$ cat config.mk
export PLATFORM = sky130hd
export DESIGN_NAME = ifmap_row_feeder
export DESIGN_NICKNAME = d
export VERILOG_FILES = /design/src/rtl/ifmap_row_feeder.sv
export SDC_FILE = /design/constraint.sdc
export NUM_CORES = 1
export LEC_CHECK = 0
export ABC_CLOCK_PERIOD_IN_PS = 3300
export BUFFER_PORTS_ARGS = -buffer_cell sky130_fd_sc_hd__buf_4
export CORE_UTILIZATION = 54
export DETAILED_ROUTE_END_ITERATION = 10
export GPL_TIMING_DRIVEN = 1
export PLACE_DENSITY_LB_ADDON = 0.12
export SYNTH_ARGS = -nofsm -noshare
export SYNTH_HDL_FRONTEND = slang
export SYNTH_SLANG_ARGS = --single-unit
$ cat constraint.sdc
create_clock -name clk -period 3.3 [get_ports clk]
set_input_delay 0.495 -clock clk [delete_from_list [all_inputs] [get_ports clk]]
set_output_delay 0.495 -clock clk [all_outputs]
set_load 0.05 [all_outputs]
$ cat src/rtl/ifmap_row_feeder.sv
// ifmap_row_feeder: writes row-tagged pixel words into the IFMap buffer.
// Define IFMAP_FEEDER_PAD_EN to wrap every row in PAD zero words on each side.
module ifmap_row_feeder #(
  parameter int IFMAP_WIDTH  = 18,
  parameter int ROW_LEN_SIZE = 8,
  parameter int ROWS_SIZE    = 8,
  parameter int PAD          = 1
) (
  input  logic                    clk,
  input  logic                    rst,
  input  logic                    i_start,
  input  logic [ROW_LEN_SIZE-1:0] i_row_len,
  input  logic [ROWS_SIZE-1:0]    i_num_rows,
  input  logic                    i_src_valid,
  input  logic [IFMAP_WIDTH-3:0]  i_src_data,
  output logic                    o_src_ready,
  input  logic                    i_buf_full,
  output logic                    o_buf_wen,
  output logic [IFMAP_WIDTH-1:0]  o_buf_din,
  output logic                    o_busy,
  output logic                    o_row_done,
  output logic                    o_done
);
`ifdef IFMAP_FEEDER_PAD_EN
  localparam bit PAD_EN = 1'b1;
`else
  localparam bit PAD_EN = 1'b0;
`endif
  // two spare bits so row_len + 2*PAD never wraps the column counter
  localparam int CW = ROW_LEN_SIZE + 2;
  localparam logic [CW-1:0] P = PAD_EN ? CW'(PAD) : '0;
  typedef enum logic [2:0] {IDLE, PAD_L, DATA, PAD_R, FIN} state_t;
  localparam state_t FIRST = PAD_EN ? PAD_L : DATA;
  state_t                  r_state, w_next;
  logic [ROW_LEN_SIZE-1:0] r_len;
  logic [ROWS_SIZE-1:0]    r_rows, r_row;
  logic [CW-1:0]           r_col, w_len;
  logic                    r_row_done, r_done;
  logic                    w_wr, w_sor, w_eor, w_row_end, w_frame_end;
  logic                    w_last_l, w_last_d, w_last_r;
  logic [IFMAP_WIDTH-3:0]  w_data;
  assign w_len       = CW'(r_len);
  assign w_last_l    = r_col == P - CW'(1);
  assign w_last_d    = r_col == P + w_len - CW'(1);
  assign w_last_r    = r_col == P + P + w_len - CW'(1);
  assign w_wr        = !i_buf_full && (r_state == PAD_L || r_state == PAD_R || (r_state == DATA && i_src_valid));
  assign w_sor       = r_col == '0;
  assign w_eor       = PAD_EN ? (r_state == PAD_R && w_last_r) : (r_state == DATA && w_last_d);
  assign w_row_end   = w_wr && w_eor;
  assign w_frame_end = w_row_end && ({1'b0, r_row} + (ROWS_SIZE+1)'(1) == {1'b0, r_rows});
  assign w_data      = r_state == DATA ? i_src_data : '0;
  assign o_src_ready = r_state == DATA && !i_buf_full;
  assign o_buf_wen   = w_wr;
  assign o_buf_din   = w_wr ? {w_sor, w_eor, w_data} : '0;
  assign o_busy      = r_state != IDLE;
  assign o_row_done  = r_row_done;
  assign o_done      = r_done;
  always_comb begin
    w_next = r_state;
    case (r_state)
      IDLE:    w_next = !i_start ? IDLE : (i_row_len == '0 || i_num_rows == '0) ? FIN : FIRST;
      PAD_L:   w_next = (w_wr && w_last_l) ? DATA : PAD_L;
      DATA:    w_next = !(w_wr && w_last_d) ? DATA : PAD_EN ? PAD_R : w_frame_end ? FIN : DATA;
      PAD_R:   w_next = !(w_wr && w_last_r) ? PAD_R : w_frame_end ? FIN : PAD_L;
      FIN:     w_next = IDLE;
      default: w_next = IDLE;
    endcase
  end
  always_ff @(posedge clk or posedge rst) begin
    if (rst) begin
      r_state    <= IDLE;
      r_len      <= '0;
      r_rows     <= '0;
      r_col      <= '0;
      r_row      <= '0;
      r_row_done <= 1'b0;
      r_done     <= 1'b0;
    end else begin
      r_state    <= w_next;
      r_row_done <= w_row_end;
      r_done     <= r_state == FIN;
      if (r_state == IDLE && i_start) begin
        r_len  <= i_row_len;
        r_rows <= i_num_rows;
        r_col  <= '0;
        r_row  <= '0;
      end else if (w_row_end) begin
        r_col <= '0;
        r_row <= r_row + ROWS_SIZE'(1);
      end else if (w_wr) begin
        r_col <= r_col + CW'(1);
      end
    end
  end
endmodule

==> metrics.md <==
| Metric | Value |
|---|---|
| Util after Layout | `about two thirds` |
| Fill cells | `402` |
| Top cells by area, synth | `dfrtp_1, nand2_1, xnor2_1` |
| Seq pwr share | `around 53%` |
| Number of H-tree levels | `2` |
| Multi-input logic area | `about 1600 um2` |
| Net switching power | `about 0.00027 W` |
| Worst-margin pin slew | `0.887 ns` |
| CTS root buf | `clkbuf_8` |
| Synth cell types | `just under 50` |
| Initial antenna violation count | `0` |
| Clock transition at path regs | `0.07 ns` |
| Post-DP HPWL | `4.43 mm` |
| Drt first-iter violations | `131` |
| Die Width | `71.8 um` |
| P_leak | `1.49 nW` |
| Share of cells above drive strength 1 | `25.3%` |
| DR pass1 iterations | `4` |
| CTS tree | `built` |
| Startpoint Class | `flip-flop` |
| Synth area leader | `dfrtp_1` |
| Vias in the first global route | `about 2100` |
| Nets | `394` |
| Total grt overflow | `0` |
| Max Fclk | `321 MHz` |
| Setup_tns | `0 ns` |
| First-pass GRT wire length | `just under 10 mm` |
| WHS | `roughly 0.32 ns` |
| Final worst-path cycle share | `between 90 and 100%` |
| Async S/R FF share, synth | `100%` |
| Sw frac | `27.6%` |
| Latest clock arrival within the worst-skew pair | `approximately 0.29 ns` |
| Setup Viol. Count Final | `0` |
| Main synth FF type | `dfrtp_1` |
| Pint | `0.000697 W` |
| GPL Wtd Cong | `0.819` |
| Setup Skew | `0.00732 ns` |
| Core area | `4690 um2` |
| Ys Warns | `0` |
| Site Rows | `25` |
| Area grow syn2layout | `21.4%` |
| I/O Pins | `60` |
| Period minus WS final | `3.11 ns` |
| Post-CTS setup buffers | `0` |
| CTS sink count | `39` |
| Detailed-route wire length | `5.77 mm` |
| FF+latch area | `976 um2` |
| Port Buffers | `approximately 60` |
| Placed cells | `400` |
| Wire per inst | `14.2 um` |
| Number of remaining DRC errors | `0` |
| Critical path required time | `around 2.8 ns` |
| Syn Nets | `340` |
| Worst Hold Class | `input pin to asynchronous set/reset pin` |
| Yosys top cell area share | `37.1%` |
| Most numerous cell in the Yosys netlist | `nand2_1` |
| DRT antenna net count | `0` |
| Pwr/cell area | `301 nW/um2` |
| Diode count | `0` |
| Sequential element share of the synthesized area | `37.1%` |
| Comb pwr share | `16.6%` |
| Top cells by count, synth | `nand2_1, dfrtp_1, nor2_1` |
| Via count | `2324` |
| Max_cap viols | `0` |
| Post-synthesis register bit count | `39` |
| Final Non-Filler Cells | `around 410` |
| Critical Path End Type | `primary output` |
| Chip height | `roughly 72 um` |
| Largest net degree at the start of global routing | `40` |
| Max rail drop VDD | `0.231 mV` |
| Final Hold Viols | `0` |
| Cts bufs inserted | `5` |
| Post-DR vias/cell | `roughly 5.7` |
| Slew headroom | `roughly two fifths` |
| Synth Instances | `299` |
| Largest buffer count on any clock path | `2` |
| Critical path fanouts, max | `7` |
| Max Slew Vio Count | `0` |
| Post-synth EDFFs | `0` |
| RSZ-0062 raised after global routing | `no` |
| Initial Util | `56.1%` |
| Die ar. | `5160 um2` |
| Post-Syn Area | `2630 um2` |
| Status | `completed` |
| Clk pwr share | `a little under a third` |
| Mapped Avg Cell Area | `8.80 um2` |
| Total chip power | `0.000962 W` |
| Gr usage total | `about 24%` |
| CP Data Arrival Time | `2.62 ns` |
| Setup Crit Path Kind | `flip-flop to primary output` |
[registers in the layout, summed over array words and instances, names as in the netlist]
signal and flops:
o_done 1, r_row 8, r_state 3, o_row_done 1
r_col 10, r_rows 8, r_len 8
[path summary, 6_finish.rpt]
path | cells after the start | from | endpoint | slack (ns)
worst max-delay path | 8 | r_len[0] | o_buf_din[16] | 0.19
worst min-delay path | 3 | rst | o_row_done | 0.32
worst max register to register | 9 | r_len[0] | r_row[1] | 0.70
worst min register to register | 2 | r_rows[5] | r_rows[5] | 0.50
max in group asynchronous | 3 | rst | r_len[4] | 2.63
min in group clk | 3 | i_num_rows[0] | r_rows[0] | 0.40
[power by group through the flow]
stage	Sequential (W)	Clock (W)	Combinational, W
floorplan	0.000506	0	0.0000953
global placement	0.000513	0	0.000155
detailed placement	0.000513	0	0.000160
CTS	0.000504	0.000306	0.000160
global route	0.000506	0.000324	0.000175
finish	0.000505	0.000298	0.000159
[per-layer routing]
metal	vias to the layer above	part of all wire, %	track usage [%]
met3	15	5.6	4.50
li1	1136	-	-
met4	0	2.5	9.15
met2	79	47	37.8
met1	1094	45	33.3
met5	-	0	0
[layout make-up]
cell class / instances / area share [%]
inverters: 10 / 1.18
clock buffers: 5 / 2.16
clock inverters: 1 / 0.235
well taps: 54 / 2.12
repair buffers: 63 / 14.8
multi-input cells: 234 / 48.9
flip-flops and latches: 39 / 30.6
[what timing repair did]
item / 4_1_cts / 5_1_grt
hold buffers: 0 / 0
gates resized for setup: 0 / 2
endpoints found under the setup margin: 0 / 1
[cells by family (layout without fill, tap and decap cells)]
family                     count (synthesis)  after routing  share of synthesized area (%)
xor gates and xnor gates                  23             23                           7.66
muxes                                      6              6                           2.28
buffers and inverters                     26             79                           4.47
adders and majority gates                  4              4                           1.90
AOI/OAI and AO/OA                         45             45                           12.6
and+or+nand+nor                          156            156                           34.0
DFF                                       39             39                           37.1
[through the flow]
stage               worst slack, ns  area, um2
floorplan                     0.114       2640
global placement              0.562       3100
detailed placement            0.457       3100
CTS                           0.135       3180
global route                 0.0403       3190
finish                        0.186       3190
[cells in the final DEF (no fill, tap or decap), types with 2 or more instances in the layout]
cell and count:
and3_1 10, mux2i_1 5, nor4_4 5, a21oi_1 8
or4_1 3, nor3b_1 3, nand2b_1 2, nand4_1 2
nor4_2 2, nand3_1 8, xor2_1 9, nor4_1 2
nor2b_1 4, dfrtp_1 39, buf_4 63, nor4b_1 2
inv_1 10, o31ai_1 3, clkbuf_8 5, and2_1 18
xnor2_1 14, o211ai_1 10, nor4b_2 2, ha_1 4
nor2_1 19, o21ai_0 10, o21a_1 3, nor3_1 9
nand2_1 57
[worst max-delay path: stages, from the launching register on]
cell and delay (ns):
dfrtp_1 0.42, inv_1 0.10, ha_1 0.19, or4b_4 0.50
nor4_2 0.24, mux2i_2 0.36, o211ai_4 0.17, nor2_4 0.14
buf_4 0.20
No activity file was read; power rests on OpenSTA's default activity.
